$ cat src/rtl/ppdu_encoder_sequencer_if.sv
// Command port plus the upstream (s_axis) and encoder-facing (m_axis) streams of ppdu_encoder_sequencer.
// The slave modport is the sequencer's view; master is the surrounding environment.
interface ppdu_encoder_sequencer_if #(
    parameter int WIDTH = 24,
    parameter int LEN_W = 12
) ();
    logic             cmd_valid;
    logic             cmd_ready;
    logic [3:0]       cmd_rate;
    logic [LEN_W-1:0] cmd_length;
    logic [WIDTH-1:0] s_axis_tdata;
    logic             s_axis_tvalid;
    logic             s_axis_tready;
    logic [WIDTH-1:0] m_axis_tdata;
    logic [3:0]       m_axis_tuser;
    logic             m_axis_tvalid;
    logic             m_axis_tready;
    logic             m_axis_tlast;

    modport slave (
        input  cmd_valid, cmd_rate, cmd_length,
        input  s_axis_tdata, s_axis_tvalid,
        input  m_axis_tready,
        output cmd_ready, s_axis_tready,
        output m_axis_tdata, m_axis_tuser, m_axis_tvalid, m_axis_tlast
    );

    modport master (
        output cmd_valid, cmd_rate, cmd_length,
        output s_axis_tdata, s_axis_tvalid,
        output m_axis_tready,
        input  cmd_ready, s_axis_tready,
        input  m_axis_tdata, m_axis_tuser, m_axis_tvalid, m_axis_tlast
    );
endinterface

$ cat src/rtl/ppdu_encoder_sequencer.sv
// PPDU sequencer in front of the convolutional encoder: SIGNAL word at 6M, then DATA passthrough.
// Build macro SYM_PAD_EN adds zero pad words so the DATA field fills whole OFDM symbols.
module ppdu_encoder_sequencer #(
    parameter int WIDTH = 24,
    parameter int LEN_W = 12
) (
    input  logic                    aclk,
    input  logic                    areset,
    ppdu_encoder_sequencer_if.slave bus,
    output logic                    busy,
    output logic                    err_cmd
);
    // Rate codes are {R1,R2,R3,R4}, R1 in the MSB
    localparam logic [3:0] RATE_6M  = 4'b1101;
    localparam logic [3:0] RATE_9M  = 4'b1111;
    localparam logic [3:0] RATE_12M = 4'b0101;
    localparam logic [3:0] RATE_18M = 4'b0111;
    localparam logic [3:0] RATE_24M = 4'b1001;
    localparam logic [3:0] RATE_36M = 4'b1011;
    localparam logic [3:0] RATE_48M = 4'b0001;
    localparam logic [3:0] RATE_54M = 4'b0011;

    // Wide enough for 22 + 8*LENGTH at the largest LENGTH
    localparam int REM_W = LEN_W + 4;
    localparam logic [REM_W-1:0] WORD_BITS = REM_W'(5'd24);
    localparam logic [REM_W-1:0] HDR_BITS  = REM_W'(5'd22);

`ifdef SYM_PAD_EN
    typedef enum logic [1:0] {
        ST_IDLE   = 2'd0,
        ST_SIGNAL = 2'd1,
        ST_DATA   = 2'd2,
        ST_PAD    = 2'd3
    } state_t;
`else
    typedef enum logic [1:0] {
        ST_IDLE   = 2'd0,
        ST_SIGNAL = 2'd1,
        ST_DATA   = 2'd2
    } state_t;
`endif

    function automatic logic even_parity(input logic [16:0] bits);
        return ^bits;
    endfunction

    function automatic logic [23:0] signal_word(input logic [3:0] rate, input logic [11:0] length);
        logic [16:0] low;
        low = {length, 1'b0, rate[0], rate[1], rate[2], rate[3]};
        return {6'd0, even_parity(low), low};
    endfunction

`ifdef SYM_PAD_EN
    function automatic logic [7:0] ndbps(input logic [3:0] rate);
        case (rate)
            RATE_6M:  ndbps = 8'd24;
            RATE_9M:  ndbps = 8'd36;
            RATE_12M: ndbps = 8'd48;
            RATE_18M: ndbps = 8'd72;
            RATE_24M: ndbps = 8'd96;
            RATE_36M: ndbps = 8'd144;
            RATE_48M: ndbps = 8'd192;
            RATE_54M: ndbps = 8'd216;
            default:  ndbps = 8'd24;
        endcase
    endfunction
`endif

    state_t             state_r;
    state_t             state_s;
    logic [3:0]         rate_r;
    logic [REM_W-1:0]   rem_bits_r;
    logic [WIDTH-1:0]   sig_word_r;
    logic               err_cmd_r;

    logic               cmd_accept_s;
    logic               cmd_ok_s;
    logic               last_data_s;
    logic               data_hs_s;
    logic               cmd_ready_s;
    logic               s_tready_s;
    logic [WIDTH-1:0]   m_tdata_s;
    logic [3:0]         m_tuser_s;
    logic               m_tvalid_s;
    logic               m_tlast_s;

`ifdef SYM_PAD_EN
    logic [7:0]         sym_acc_r;
    logic [7:0]         sym_next_s;
    logic [8:0]         sym_sum_s;
    logic [7:0]         ndbps_s;
    logic               pad_hs_s;

    // Symbol fill after emitting one more 24-bit word (24 <= NDBPS, so one wrap at most)
    always_comb begin
        ndbps_s   = ndbps(rate_r);
        sym_sum_s = {1'b0, sym_acc_r} + 9'd24;
        if (sym_sum_s >= {1'b0, ndbps_s}) begin
            sym_next_s = 8'(sym_sum_s - {1'b0, ndbps_s});
        end else begin
            sym_next_s = sym_sum_s[7:0];
        end
    end
`endif

    assign cmd_accept_s = (state_r == ST_IDLE) && bus.cmd_valid;
    assign cmd_ok_s     = bus.cmd_rate[0] && (bus.cmd_length != {LEN_W{1'b0}});
    assign last_data_s  = (rem_bits_r <= WORD_BITS);

    // Next-state and stream outputs for each frame phase
    always_comb begin
        state_s     = state_r;
        cmd_ready_s = 1'b0;
        s_tready_s  = 1'b0;
        m_tdata_s   = {WIDTH{1'b0}};
        m_tuser_s   = 4'd0;
        m_tvalid_s  = 1'b0;
        m_tlast_s   = 1'b0;
        data_hs_s   = 1'b0;
`ifdef SYM_PAD_EN
        pad_hs_s    = 1'b0;
`endif
        case (state_r)
            ST_IDLE: begin
                cmd_ready_s = 1'b1;
                if (bus.cmd_valid && cmd_ok_s) begin
                    state_s = ST_SIGNAL;
                end else begin
                    state_s = ST_IDLE;
                end
            end
            ST_SIGNAL: begin
                m_tdata_s  = sig_word_r;
                m_tuser_s  = RATE_6M;
                m_tvalid_s = 1'b1;
                m_tlast_s  = 1'b1;
                if (bus.m_axis_tready) begin
                    state_s = ST_DATA;
                end else begin
                    state_s = ST_SIGNAL;
                end
            end
            ST_DATA: begin
                m_tdata_s  = bus.s_axis_tdata;
                m_tvalid_s = bus.s_axis_tvalid;
                s_tready_s = bus.m_axis_tready;
                m_tuser_s  = rate_r;
                data_hs_s  = bus.s_axis_tvalid && bus.m_axis_tready;
`ifdef SYM_PAD_EN
                m_tlast_s  = last_data_s && (sym_next_s == 8'd0);
                if (data_hs_s && last_data_s) begin
                    if (sym_next_s == 8'd0) begin
                        state_s = ST_IDLE;
                    end else begin
                        state_s = ST_PAD;
                    end
                end else begin
                    state_s = ST_DATA;
                end
`else
                m_tlast_s  = last_data_s;
                if (data_hs_s && last_data_s) begin
                    state_s = ST_IDLE;
                end else begin
                    state_s = ST_DATA;
                end
`endif
            end
`ifdef SYM_PAD_EN
            ST_PAD: begin
                m_tuser_s  = rate_r;
                m_tvalid_s = 1'b1;
                m_tlast_s  = (sym_next_s == 8'd0);
                pad_hs_s   = bus.m_axis_tready;
                if (pad_hs_s && (sym_next_s == 8'd0)) begin
                    state_s = ST_IDLE;
                end else begin
                    state_s = ST_PAD;
                end
            end
`endif
            default: begin
                state_s = ST_IDLE;
            end
        endcase
    end

    // State, command latch and per-word bit accounting
    always_ff @(posedge aclk) begin
        if (areset) begin
            state_r    <= ST_IDLE;
            rate_r     <= 4'd0;
            rem_bits_r <= {REM_W{1'b0}};
            sig_word_r <= {WIDTH{1'b0}};
            err_cmd_r  <= 1'b0;
`ifdef SYM_PAD_EN
            sym_acc_r  <= 8'd0;
`endif
        end else begin
            state_r   <= state_s;
            err_cmd_r <= cmd_accept_s && !cmd_ok_s;
            if (cmd_accept_s && cmd_ok_s) begin
                rate_r     <= bus.cmd_rate;
                rem_bits_r <= HDR_BITS + REM_W'({bus.cmd_length, 3'b000});
                sig_word_r <= WIDTH'(signal_word(bus.cmd_rate, bus.cmd_length));
`ifdef SYM_PAD_EN
                sym_acc_r  <= 8'd0;
`endif
            end else if (data_hs_s) begin
                if (!last_data_s) begin
                    rem_bits_r <= rem_bits_r - WORD_BITS;
                end else begin
                    rem_bits_r <= rem_bits_r;
                end
`ifdef SYM_PAD_EN
                sym_acc_r  <= sym_next_s;
            end else if (pad_hs_s) begin
                sym_acc_r  <= sym_next_s;
`endif
            end else begin
                rem_bits_r <= rem_bits_r;
            end
        end
    end

    // Reset forces every output low in the same cycle, so no word is sent or consumed
    assign bus.cmd_ready     = cmd_ready_s & ~areset;
    assign bus.s_axis_tready = s_tready_s & ~areset;
    assign bus.m_axis_tdata  = areset ? {WIDTH{1'b0}} : m_tdata_s;
    assign bus.m_axis_tuser  = areset ? 4'd0 : m_tuser_s;
    assign bus.m_axis_tvalid = m_tvalid_s & ~areset;
    assign bus.m_axis_tlast  = m_tlast_s & ~areset;
    assign busy              = (state_r != ST_IDLE) & ~areset;
    assign err_cmd           = err_cmd_r & ~areset;

endmodule

$ cat src/flat_wrapper.sv
// flat-port wrapper written by rule: the top's interface ports become plain ports
module ppdu_encoder_sequencer_flat 
#(
    parameter int WIDTH = 24,
    parameter int LEN_W = 12
)
  (aclk, areset, busy, err_cmd, bus_cmd_valid, bus_cmd_rate, bus_cmd_length, bus_s_axis_tdata, bus_s_axis_tvalid, bus_m_axis_tready, bus_cmd_ready, bus_s_axis_tready, bus_m_axis_tdata, bus_m_axis_tuser, bus_m_axis_tvalid, bus_m_axis_tlast);
  ppdu_encoder_sequencer_if #(.WIDTH(WIDTH), .LEN_W(LEN_W)) bus_i ();
  input  logic aclk;
  input  logic areset;
  output logic busy;
  output logic err_cmd;
  input wire logic [$bits(bus_i.cmd_valid)-1:0] bus_cmd_valid;
  input wire logic [$bits(bus_i.cmd_rate)-1:0] bus_cmd_rate;
  input wire logic [$bits(bus_i.cmd_length)-1:0] bus_cmd_length;
  input wire logic [$bits(bus_i.s_axis_tdata)-1:0] bus_s_axis_tdata;
  input wire logic [$bits(bus_i.s_axis_tvalid)-1:0] bus_s_axis_tvalid;
  input wire logic [$bits(bus_i.m_axis_tready)-1:0] bus_m_axis_tready;
  output wire logic [$bits(bus_i.cmd_ready)-1:0] bus_cmd_ready;
  output wire logic [$bits(bus_i.s_axis_tready)-1:0] bus_s_axis_tready;
  output wire logic [$bits(bus_i.m_axis_tdata)-1:0] bus_m_axis_tdata;
  output wire logic [$bits(bus_i.m_axis_tuser)-1:0] bus_m_axis_tuser;
  output wire logic [$bits(bus_i.m_axis_tvalid)-1:0] bus_m_axis_tvalid;
  output wire logic [$bits(bus_i.m_axis_tlast)-1:0] bus_m_axis_tlast;
  assign bus_i.cmd_valid = bus_cmd_valid;
  assign bus_i.cmd_rate = bus_cmd_rate;
  assign bus_i.cmd_length = bus_cmd_length;
  assign bus_i.s_axis_tdata = bus_s_axis_tdata;
  assign bus_i.s_axis_tvalid = bus_s_axis_tvalid;
  assign bus_i.m_axis_tready = bus_m_axis_tready;
  assign bus_cmd_ready = bus_i.cmd_ready;
  assign bus_s_axis_tready = bus_i.s_axis_tready;
  assign bus_m_axis_tdata = bus_i.m_axis_tdata;
  assign bus_m_axis_tuser = bus_i.m_axis_tuser;
  assign bus_m_axis_tvalid = bus_i.m_axis_tvalid;
  assign bus_m_axis_tlast = bus_i.m_axis_tlast;
  ppdu_encoder_sequencer #(.WIDTH(WIDTH), .LEN_W(LEN_W)) u_core (.aclk(aclk), .areset(areset), .bus(bus_i), .busy(busy), .err_cmd(err_cmd));
endmodule
$ cat config.mk
export PLATFORM = sky130hd
export DESIGN_NAME = ppdu_encoder_sequencer_flat
export DESIGN_NICKNAME = d
export VERILOG_FILES = /design/src/rtl/ppdu_encoder_sequencer_if.sv /design/src/rtl/ppdu_encoder_sequencer.sv /design/src/flat_wrapper.sv
export SDC_FILE = /design/constraint.sdc
export NUM_CORES = 1
export LEC_CHECK = 0
export BUFFER_PORTS_ARGS = -buffer_cell sky130_fd_sc_hd__buf_4
export CORE_MARGIN = 10
export CORE_UTILIZATION = 50
export DETAILED_ROUTE_END_ITERATION = 16
export PLACE_DENSITY = 0.85
export SKIP_LAST_GASP = 1
export SLEW_MARGIN = 10
export SYNTH_ARGS = -nofsm -noshare
export SYNTH_HDL_FRONTEND = slang
export SYNTH_SLANG_ARGS = --single-unit
$ cat constraint.sdc
create_clock -name aclk -period 2.4 [get_ports aclk]
set_input_delay 0.36 -clock aclk [delete_from_list [all_inputs] [get_ports aclk]]
set_output_delay 0.36 -clock aclk [all_outputs]
set_load 0.03 [all_outputs]
* After elaboration in Yosys (flattened, before gate mapping)
Cells that the tools add are included.
Word-level totals: bits in registers 40, output and inout port bits 34
Cells by class: order comparisons 1, reduce and logical (&&, ||, !) cells 14, equality and inequality tests 3, bitwise gates (word level) 7, add/sub/neg operators 2, muxes and demuxes 16
Operator list (number):
- 16-bit two-way mux | 3
- 24-bit case mux with 2 select lines | 1
- 24-bit two-way mux | 1
- 17-bit parity | 1
- 5-bit by 15-bit adder with 16-bit output, first input constant | 1
- 16-bit by 5-bit less-or-equal comparator with 1-bit output, second input constant | 1
- 16-bit by 5-bit subtractor with 16-bit output, second input constant | 1
- 12-bit nonzero test | 1
- 4-bit case mux with 2 select lines | 1
- 1-bit logical AND | 7
- 1-bit bitwise AND | 6
- 2-bit case mux with 3 select lines | 1
- 1-bit two-way mux | 4
- 2-bit two-way mux | 2
- 4-bit two-way mux | 1
- 1-bit case mux with 2 select lines | 2
- 2-bit nonzero test | 2
- 2-bit by 1-bit equality test with 1-bit output, second input constant | 1
- 2-bit equality test, second input constant | 1
- 2-bit zero test | 1
- 2-bit inequality test, second input constant | 1
- 2-bit AND reduction | 1
- 1-bit zero test | 1
- 1-bit NOT | 1

* Depth between registers and ports, before layout
depth after elaboration 5, gate-level depth with buffers 8, gate-level depth less buffers 7

* Least setup slack after synthesis
Ideal clock, no wire load.
kind reg2out, start register u_core.rem_bits_r[8], end output bus_m_axis_tlast, cell stages (with the launch flop) 6, path slack 0.161 ns, arrival time 1.879 ns, cell sequence dfxtp_1 -> or4_4 -> or3_1 -> nor2_1 -> a21oi_1 -> nor2_1
On the way: cells in the longest elaborated chain, start to end 3
Ends and longest elaborated chain:
- from (decl) | RTL line ppdu_encoder_sequencer.sv:72 | logic [REM_W-1:0] rem_bits_r;
- from (signal assigned) | RTL line ppdu_encoder_sequencer.sv:193 | rem_bits_r <= {REM_W{1'b0}};
- from (signal assigned) | RTL line ppdu_encoder_sequencer.sv:204 | rem_bits_r <= HDR_BITS + REM_W'({bus.cmd_length, 3'b000});
- from (signal assigned) | RTL line ppdu_encoder_sequencer.sv:211 | rem_bits_r <= rem_bits_r - WORD_BITS;
- 16-bit by 5-bit less-or-equal comparator with 1-bit output | RTL line ppdu_encoder_sequencer.sv:108 | assign last_data_s = (rem_bits_r <= WORD_BITS);
- 1-bit case mux with 2 select lines | RTL line ppdu_encoder_sequencer.sv:123 | case (state_r)
- 1-bit bitwise AND | RTL line ppdu_encoder_sequencer.sv:232 | assign bus.m_axis_tlast = m_tlast_s & ~areset;
- to (decl) | RTL line flat_wrapper.sv:24 | output wire logic [$bits(bus_i.m_axis_tlast)-1:0] bus_m_axis_tlast;
Every way passes these cells.

* Worst setup path in the final report
start register u_core.rem_bits_r[11], end output bus_m_axis_tlast
Same word-level chain as after synthesis.

==> run metrics <==
flops & latches, synth 34; Die X 86.1 um; PwrDens 496 nW/um2; placed inst area 2840 um2; Comb pwr share 0.273; Arr. time, crit path 1930 ps; fraction of synthesized cell area in xor and xnor cells 0.107; Switching Power 0.433 mW; setup tns final 0 ps; HP Start bus_cmd_rate[0]; share of cells above drive strength 1 0.287; DR iter-0 viols 167; Syn Nets 339; Async SR Flop Fraction 0; FF-to-FF End u_core.rem_bits_r[10]; r2r setup slk 280 ps; hold depth 2; final setup fails 0; CORE AREA 4120 um2; CP startpoint kind flop; number of H-tree levels 2; max cap viols 0; Vias 2,358; cell taking the most area after synthesis dfxtp_1; Hold Path Sink u_core.err_cmd_r; Cell Int Power 1.03 mW; period utilisation layout 0.955; CTS Sinks 34; Initial Utilization 0.531; RSZ-0062 raised after global routing no; max_slew headroom 0.600; clock power share 0.293; Post-synth top flop dfxtp_1; Synth Cell Area 2180 um2; EDFF count, synth 0; Critical-path top delay cell or4_4; Reg2Reg Depth 6; Post-Layout Inst Area 2950 um2; sequential share of the synthesized area 0.312; final net count 416; Post-Synth Simple-Gate Area 0.276; total CTS buffers 5; DP Cell Count 402; Final Hold Fails 0; routability cong. 0.890; status finished, final reports clean; die extent in y 86.1 um; initial antenna violation count 0; CP Capture Type output port; drc violations 0; DP HPWL 5.26 mm; cells along the critical path or4_4, or3_4, nor2_1, a21oi_1, nor2_1, buf_4; Seq. cell area 682 um2; Final ANT Viol Nets 0; vias in the first global route 2,358; share of power burned in registers 0.434; top cells by count, synth nand2_1, nor2_1, dfxtp_1; Clk Latency, worst-skew pair 280 ps; antenna cells 0; Syn Inst Count 284; WL final 6.87 mm; WL/cell 16.7 um; post-layout min period 2290 ps; mux cell area share after synthesis 0.00458; Slew Limit Fails 0; area of the multi-input gates 1430 um2; top-area cell type share of the netlist area 0.312; first-pass GRT wire length 11.3 mm; top post-synthesis cells by area dfxtp_1, nand2_1, nor2_1; Ports 79; most frequent cell after synthesis nand2_1; std cell rows 23; fillcell total 357; Non-Filler Instances 412; R2R Path Start u_core.rem_bits_r[11]; Synth Area in Adders 0.0573; critical path class reg2out; Vias/cell 5.72; Leak 1.22 nW; drt pass-1 iters 4; Compound-Gate Fraction of Synth Area 0.207; Yosys warning total 0; Max FO, Critical Path 2; hold crit path type in2reg; overflow left after global routing 0; Req. time, crit path 2040 ps; Clk pin slew, worst setup/hold paths 70 ps; hold buffers post-CTS 0; synth unique cells 40; Switching Fraction 0.296; I/O Buffers 78; CTS tree built; clock buffer depth 2; Worst VDD drop 0.311 mV; cell mode on critical path nor2_1; die area 7410 um2; Mapped Avg Cell Area 7.69 um2; root buf cell clkbuf_8; pin count of the biggest net entering global routing 37; worst slew pin tran 595 ps; largest family of logic cells by synthesized area simple AND/OR/NAND/NOR gates; all-layer global routing usage 0.183; P&R area growth vs syn 35.1%; clock skew 3.38 ps; slowest stage delay, CP 540 ps; Max Clk Rate 436 MHz
==> cell families (layout without fill, tap and decap cells) <==
kind of cell / Yosys count / count (layout)
compound gates: 68 / 68
xor+xnor: 25 / 25
fa+ha+maj: 10 / 10
buf+inv: 21 / 99
flops: 34 / 34
mux: 1 / 1
simple gates: 125 / 125
==> worst max-delay path by stage <==
stage                                  end                   from
after floorplan           bus_m_axis_tlast   u_core.rem_bits_r[8]
after global placement    bus_m_axis_tlast   u_core.rem_bits_r[8]
after detailed placement  bus_m_axis_tlast   u_core.rem_bits_r[8]
after CTS                 bus_m_axis_tlast   u_core.rem_bits_r[9]
after global routing      bus_m_axis_tlast  u_core.rem_bits_r[11]
final                     bus_m_axis_tlast  u_core.rem_bits_r[11]
==> state kept, by name, summed over array words and instances, names as in the netlist <==
name and cells:
u_core.state_r 2, u_core.err_cmd_r 1, u_core.rate_r 3, u_core.sig_word_r 14
u_core.rem_bits_r 14
==> cell usage in the layout, fill, tap and decap left out, types with 2 or more instances in the layout <==
cell type and count:
nor4_1 6, nand2b_1 2, or4_4 2, and3_1 2, xnor2_1 15, a31oi_1 3
o311a_1 2, a21o_1 2, or3_1 2, nor2b_1 4, buf_4 87, and2_1 9
inv_1 3, nor2_1 38, nand3_1 4, dfxtp_1 33, a211oi_1 10, nand2_1 40
clkbuf_8 6, or4_1 2, o31ai_1 2, a21oi_1 26, a22oi_1 17, nor3_1 7
xor2_1 9, ha_1 10
==> through the flow <==
step	power [mW]	hold WS, ps	util	worst slack [ps]
after floorplan	0.879	432	-	161
after global placement	1.01	444	0.689	266
after detailed placement	1.03	449	0.689	249
after CTS	1.46	283	0.715	34.9
after global routing	1.54	287	0.717	13.5
final	1.46	281	0.717	107
==> power groups by stage <==
stage / Clock [mW] / Sequential [mW] / Combinational [mW]
6_report: 0.429 / 0.635 / 0.399
5_1_grt: 0.464 / 0.640 / 0.436
4_1_cts: 0.435 / 0.634 / 0.393
3_5_place_dp: 0 / 0.646 / 0.381
3_3_place_gp: 0 / 0.643 / 0.368
2_1_floorplan: 0 / 0.637 / 0.242
==> cell type report <==
class / instances / share of cell area
inverters: 3 / 0.00382
flip-flops and latches: 34 / 0.231
multi-input cells: 229 / 0.485
repair buffers: 88 / 0.228
well taps: 50 / 0.0212
clock inverters: 1 / 0.00170
clock buffers: 7 / 0.0293
==> worst max-delay path: cells and delay by family, from the launching register on <==
| kind | cells | cell delay [ps] |
|---|---|---|
| AND/OR/NAND/NOR | 4 | 1090 |
| AO/OA/AOI/OAI | 1 | 70 |
| buffers and inverters | 1 | 160 |
| flip-flops | 1 | 320 |
==> what timing repair did <==
action / in CTS / in global routing
setup endpoints to repair: 1 / 1
resized for setup: 1 / 1
setup buffers: 1 / 1
pin swaps: 1 / 1
==> layer usage <==
layer | GRT usage | vias up | routed length (um)
li1 | - | 1158 | -
met4 | 0.0584 | 0 | 98
met5 | 0 | - | 0
met3 | 0.0539 | 8 | 520
met1 | 0.218 | 1108 | 3000
met2 | 0.306 | 84 | 3250
Power figures use the tool's default switching activity.
